### src/rtl/byte_port_arbiter_if.sv
// Bundle of requester-side and sink-side signals around the shared byte port.
// The arbiter uses the slave modport; the environment drives through master.
interface byte_port_arbiter_if #(
  parameter int unsigned NUM_REQ = 4
) ();
  localparam int unsigned IdW = (NUM_REQ > 1) ? $clog2(NUM_REQ) : 1;

  logic [NUM_REQ-1:0]   req_valid;
  logic [8*NUM_REQ-1:0] req_data;
  logic [NUM_REQ-1:0]   req_ready;
  logic [7:0]           port_a;
  logic                 port_a_valid;
  logic                 port_b;
  logic [IdW-1:0]       grant_id;
  logic                 busy;
  logic                 timeout_err;

  modport master (
    output req_valid, req_data, port_b,
    input  req_ready, port_a, port_a_valid, grant_id, busy, timeout_err
  );

  modport slave (
    input  req_valid, req_data, port_b,
    output req_ready, port_a, port_a_valid, grant_id, busy, timeout_err
  );
endinterface

### src/rtl/byte_port_arbiter.sv
// Round-robin arbiter sharing one byte port between NUM_REQ requesters,
// one byte in flight, with a bounded wait for the sink's ack.
module byte_port_arbiter #(
  parameter int unsigned NUM_REQ = 4,
  parameter int unsigned TIMEOUT = 50
) (
  input  logic                 clk,
  input  logic                 rst,
  byte_port_arbiter_if.slave   bus
);
  localparam int unsigned IdW  = (NUM_REQ > 1) ? $clog2(NUM_REQ) : 1;
  localparam int unsigned CntW = $clog2(TIMEOUT + 1);

  if (NUM_REQ < 2 || NUM_REQ > 8 || TIMEOUT < 1) begin : g_bad_param
    $error("byte_port_arbiter: NUM_REQ must be 2..8 and TIMEOUT >= 1");
  end

  typedef enum logic [1:0] {StIdle, StWait, StRecover} state_e;

  state_e             state_q;
  logic [IdW-1:0]     ptr_q;
  logic [CntW-1:0]    cnt_q;
  logic [7:0]         port_a_q;
  logic               valid_q;
  logic [IdW-1:0]     grant_id_q;
  logic               timeout_err_q;

  logic               grant_any;
  logic [IdW-1:0]     grant_idx;
  logic [NUM_REQ-1:0] grant_oh;

  // Scan starts one past the last accepted requester.
  always_comb begin
    grant_any = 1'b0;
    grant_idx = '0;
    grant_oh  = '0;
    for (int unsigned k = 1; k <= NUM_REQ; k++) begin
      int unsigned idx;
      idx = (32'(ptr_q) + k) % NUM_REQ;
      if (!grant_any && bus.req_valid[idx]) begin
        grant_any = 1'b1;
        grant_idx = IdW'(idx);
      end
    end
    if (grant_any) grant_oh[grant_idx] = 1'b1;
  end

  assign bus.req_ready    = (rst && state_q == StIdle) ? grant_oh : '0;
  assign bus.port_a       = port_a_q;
  assign bus.port_a_valid = valid_q;
  assign bus.grant_id     = grant_id_q;
  assign bus.busy         = (state_q != StIdle);
  assign bus.timeout_err  = timeout_err_q;

  always_ff @(posedge clk or negedge rst) begin
    if (!rst) begin
      state_q       <= StIdle;
      ptr_q         <= IdW'(NUM_REQ - 1);
      cnt_q         <= '0;
      port_a_q      <= '0;
      valid_q       <= 1'b0;
      grant_id_q    <= '0;
      timeout_err_q <= 1'b0;
    end else begin
      timeout_err_q <= 1'b0;
      unique case (state_q)
        StIdle: begin
          if (grant_any) begin
            port_a_q   <= bus.req_data[{grant_idx, 3'b000} +: 8];
            valid_q    <= 1'b1;
            grant_id_q <= grant_idx;
            ptr_q      <= grant_idx;
            cnt_q      <= '0;
            state_q    <= StWait;
          end
        end
        StWait: begin
          // Ack takes precedence over an expiring count.
          if (bus.port_b) begin
            valid_q <= 1'b0;
            state_q <= StRecover;
          end else if (cnt_q == CntW'(TIMEOUT - 1)) begin
            valid_q       <= 1'b0;
            timeout_err_q <= 1'b1;
            state_q       <= StIdle;
          end else begin
            cnt_q <= cnt_q + 1'b1;
          end
        end
        StRecover: state_q <= StIdle;
        default:   state_q <= StIdle;
      endcase
    end
  end
endmodule

### src/flat_wrapper.sv
// flat-port wrapper written by rule: the top's interface ports become plain ports
module byte_port_arbiter_flat 
#(
  parameter int unsigned NUM_REQ = 4,
  parameter int unsigned TIMEOUT = 50
)
  (clk, rst, bus_req_valid, bus_req_data, bus_port_b, bus_req_ready, bus_port_a, bus_port_a_valid, bus_grant_id, bus_busy, bus_timeout_err);
  byte_port_arbiter_if #(.NUM_REQ(NUM_REQ)) bus_i ();
  input  logic clk;
  input  logic rst;
  input wire logic [$bits(bus_i.req_valid)-1:0] bus_req_valid;
  input wire logic [$bits(bus_i.req_data)-1:0] bus_req_data;
  input wire logic [$bits(bus_i.port_b)-1:0] bus_port_b;
  output wire logic [$bits(bus_i.req_ready)-1:0] bus_req_ready;
  output wire logic [$bits(bus_i.port_a)-1:0] bus_port_a;
  output wire logic [$bits(bus_i.port_a_valid)-1:0] bus_port_a_valid;
  output wire logic [$bits(bus_i.grant_id)-1:0] bus_grant_id;
  output wire logic [$bits(bus_i.busy)-1:0] bus_busy;
  output wire logic [$bits(bus_i.timeout_err)-1:0] bus_timeout_err;
  assign bus_i.req_valid = bus_req_valid;
  assign bus_i.req_data = bus_req_data;
  assign bus_i.port_b = bus_port_b;
  assign bus_req_ready = bus_i.req_ready;
  assign bus_port_a = bus_i.port_a;
  assign bus_port_a_valid = bus_i.port_a_valid;
  assign bus_grant_id = bus_i.grant_id;
  assign bus_busy = bus_i.busy;
  assign bus_timeout_err = bus_i.timeout_err;
  byte_port_arbiter #(.NUM_REQ(NUM_REQ), .TIMEOUT(TIMEOUT)) u_core (.clk(clk), .rst(rst), .bus(bus_i));
endmodule
### config.mk
export PLATFORM = sky130hd
export DESIGN_NAME = byte_port_arbiter_flat
export DESIGN_NICKNAME = d
export VERILOG_FILES = /design/src/rtl/byte_port_arbiter_if.sv /design/src/rtl/byte_port_arbiter.sv /design/src/flat_wrapper.sv
export SDC_FILE = /design/constraint.sdc
export NUM_CORES = 1
export LEC_CHECK = 0
export ABC_AREA = 1
export CORE_MARGIN = 5
export CORE_UTILIZATION = 40
export DETAILED_ROUTE_END_ITERATION = 7
export GPL_TIMING_DRIVEN = 0
export HOLD_SLACK_MARGIN = 0.06
export PLACE_DENSITY = 0.7
export SLEW_MARGIN = 10
export SYNTH_ARGS = -nofsm -noshare
export SYNTH_HDL_FRONTEND = slang
export SYNTH_SLANG_ARGS = --single-unit
### constraint.sdc
create_clock -name clk -period 2.8 [get_ports clk]
set_clock_uncertainty 0.05 [all_clocks]
set_input_delay 0.7 -clock clk [delete_from_list [all_inputs] [get_ports clk]]
set_output_delay 0.7 -clock clk [all_outputs]
set_load 0.01 [all_outputs]
==> results.sh <==
export IMPL_drv_cap=0
export IMPL_startpoint_type="input pin"
export IMPL_failed_checks="negative setup slack"
export IMPL_syn_nets=287
export IMPL_die_w_um=73.4
export IMPL_grt_max_degree=24
export IMPL_drt_iter0_drc=51
export IMPL_pre_cts_slack_ns=-1.01
export IMPL_clock_sinks=22
export IMPL_tightest_slew_ns=0.507
export IMPL_arrival_ns=2.07
export IMPL_slew_viol_final=0
export IMPL_avgViaCountPerCell=4.72
export IMPL_antenna_left=0
export IMPL_synthFlopType="dfrtp_1"
export IMPL_p_seq_share_pct=17.7
export IMPL_fin_crit_ns=2.82
export IMPL_hold_viol=0
export IMPL_die_area_mm2=0.00539
export IMPL_h_tree_depth=1
export IMPL_ys_warn_count=0
export IMPL_antenna_found_initial=0
export IMPL_ir_drop_uv=559
export IMPL_fillers=376
export IMPL_grt_overflow_total=0
export IMPL_worstSetupEndpointType="output port"
export IMPL_routed_wl_met2_um=2400
export IMPL_avgSynthCellArea_um2=6.54
export IMPL_p_comb_share_pct=75.0
export IMPL_crit_start="bus_req_valid[2]"
export IMPL_clockBufferDepth=2
export IMPL_ios=56
export IMPL_grt_usage_pct=17.1
export IMPL_nets=359
export IMPL_drc=0
export IMPL_clkSlewWorstSetupHoldPaths_ns=0.08
export IMPL_sw_frac_of_total_pct=49.6
export IMPL_hold_slack_ns=0.350
export IMPL_synth_enable_flop_cells=0
export IMPL_ys_types=30
export IMPL_holdCritPathClass="input pin to asynchronous set/reset pin"
export IMPL_wirelength_met1_um=1850
export IMPL_syn_area_mm2=0.00161
export IMPL_synthCells=246
export IMPL_wl_met3_um=222
export IMPL_clockPowerShare_pct=7.3
export IMPL_power_mw=3.10
export IMPL_detail_route_first_pass_iterations=4
export IMPL_placed_cells=351
export IMPL_cts_tree="built"
export IMPL_port_buffer_count=55
export IMPL_crit_required_ns=2.05
export IMPL_core_area_mm2=0.00394
export IMPL_top_layer="met4"
export IMPL_final_area_mm2=0.00256
export IMPL_totalWireLength_um=4520
export IMPL_ys_seq_area_share_pct=34.4
export IMPL_rsz0062_at_grt="true"
export IMPL_worst_slack_ns=-0.0244
export IMPL_diodes=0
export IMPL_cellPowerDensity_mw_per_mm2=1210
export IMPL_num_vias=1732
export IMPL_place_gp_congestion=0.807
export IMPL_cts_made_buffers=3
export IMPL_start_util_pct=40.8
export IMPL_power_internal_mw=1.57
export IMPL_worstSkewPairLatency_ns=0.26
export IMPL_fp_dieH_um=73.4
export IMPL_drive_above_1_share_pct=23.3
export IMPL_fp_row_count=23
export IMPL_path_max_fanout=4
export IMPL_status="complete, but fails checks"
export IMPL_avgRoutedWirePerCell_um=12.3
export IMPL_slew_headroom_pct=66.2
export IMPL_synthToLayoutAreaGrowth_pct=59.5
export IMPL_cts_hold_buf=0
export IMPL_worstReg2RegStart="u_core.ptr_q[0]$_DFFE_PN1P_"
export IMPL_synthArstFlopShare_pct=100
export IMPL_clock_fmax_mhz=354
export IMPL_leakage_nw=1.36
export IMPL_path_class="input pin to output port"
export IMPL_grt_pass1_vias=1671
export IMPL_synth_seq_cells=22
export IMPL_clockRootBuffer="clkbuf_8"
export IMPL_fin_crit_sh_pct=101
export IMPL_final_cells=367
export IMPL_setup_viol=1
export IMPL_dpl_instance_area_mm2=0.00222
export IMPL_post_dp_hpwl_um=3180
export IMPL_switchingPower_mw=1.54
export IMPL_grt_pass1_wl_um=7420
==> power by group through the flow <==
stage / clock network (mW) / registers, mW / logic [mW]
finish: 0.226 / 0.551 / 2.33
global route: 0.245 / 0.568 / 2.60
detailed placement: 0 / 0.542 / 1.80
floorplan: 0 / 0.564 / 1.22
CTS: 0.233 / 0.544 / 2.03
global placement: 0 / 0.545 / 1.78
==> flip-flops by register name, summed over array words and instances (netlist names) <==
register,flops
u_core.cnt_q,6
u_core.ptr_q,2
u_core.state_q,2
u_core.bus.port_a_valid,1
u_core.bus.grant_id,2
u_core.bus.timeout_err,1
u_core.bus.port_a,8
==> through the flow <==
stage	utilization, %	TNS (ns)
after floorplan	-	0
final	65.0	-0.0244
after global routing	65.0	-0.407
after CTS	60.4	0
after global placement	56.3	-3.62
after detailed placement	56.3	-3.74
==> final timing paths <==
kind,end,slack (ns),cells past startpoint
min in group clk,u_core.bus.port_a[0]$_DFFE_PN0P_,0.44,2
min reg2reg,u_core.bus.port_a[0]$_DFFE_PN0P_,0.44,2
min,u_core.bus.timeout_err$_DFF_PN0_,0.35,1
max,bus_req_ready[0],-0.02,11
max in group asynchronous,u_core.ptr_q[0]$_DFFE_PN1P_,1.99,1
max reg2reg,u_core.bus.port_a[0]$_DFFE_PN0P_,0.67,16
==> synthesized netlist by cell type, drive strengths merged, types with 2 or more instances <==
cell type,n,area [um2]
nand2,90,375
inv,47,179
nand3,43,228
dfrtp,20,500
nor2,8,32.5
buf,7,50.1
a21oi,5,25.0
o21ai,5,25.0
nand4,4,25.0
nor3,4,20.0
dfstp,2,52.6
ha,2,25.0
==> cell usage in the layout, fill, tap and decap left out, drive strengths merged <==
cell           netlist  routed
a21boi               1       1
a21oi                5       5
and2                 1       1
buf                  7      24
clkbuf               0       4
clkdlybuf4s15        0       2
clkdlybuf4s50        0      46
dfrtp               20      20
dfstp                2       2
dlygate4sd2          0       2
ha                   2       2
inv                 47      48
mux2i                1       1
nand2               90      90
nand3               43      43
nand4                4       4
nor2                 8       8
nor3                 4       4
nor4                 1       1
o21ai                5       5
o21bai               1       1
o22ai                1       1
o31ai                1       1
xor2                 1       1
==> layout make-up <==
type / instances / area [um2] / share of cell area, %
Multi-Input combinational cell: 169 / 1030 / 40.4
Timing Repair Buffer: 68 / 618 / 24.1
Sequential cell: 22 / 553 / 21.6
Inverter: 48 / 195 / 7.61
Tap cell: 50 / 62.6 / 2.44
Clock buffer: 4 / 55.1 / 2.15
Buffer: 6 / 45.0 / 1.76
==> repair_timing <==
action                                  4_1_cts  5_1_grt
endpoints found under the setup margin        4        4
buffers inserted                              8        4
endpoints found under the hold margin         0        0
pin swaps                                    12       16
cloned                                        1        0
resized for setup                            44       42
==> routing by layer <==
metal	vias up	track usage, %
met5	-	0
met3	4	2.74
met4	0	3.62
met2	38	29.1
li1	905	-
met1	785	22.9
==> cell families (layout without fill, tap and decap cells) <==
kind of cell,count (synthesis),in the layout,share of synthesized area (%)
simple gates,151,151,43.3
buf+inv,55,126,14.5
flops,22,22,34.4
compound gates,14,14,5.14
fa+ha+maj,2,2,1.56
xor+xnor,1,1,0.545
mux,1,1,0.623
==> worst max-delay path: stages <==
cell and delay [ns]:
dlygate4sd2_1 0.28, nand2_4 0.09, nand3_2 0.09, nand2_4 0.06, buf_4 0.13, nand2_1 0.07, nand2_2 0.07, nand2_4 0.10
nand2_8 0.07, nor4_4 0.24, buf_2 0.18
Power figures use the tool's default switching activity.
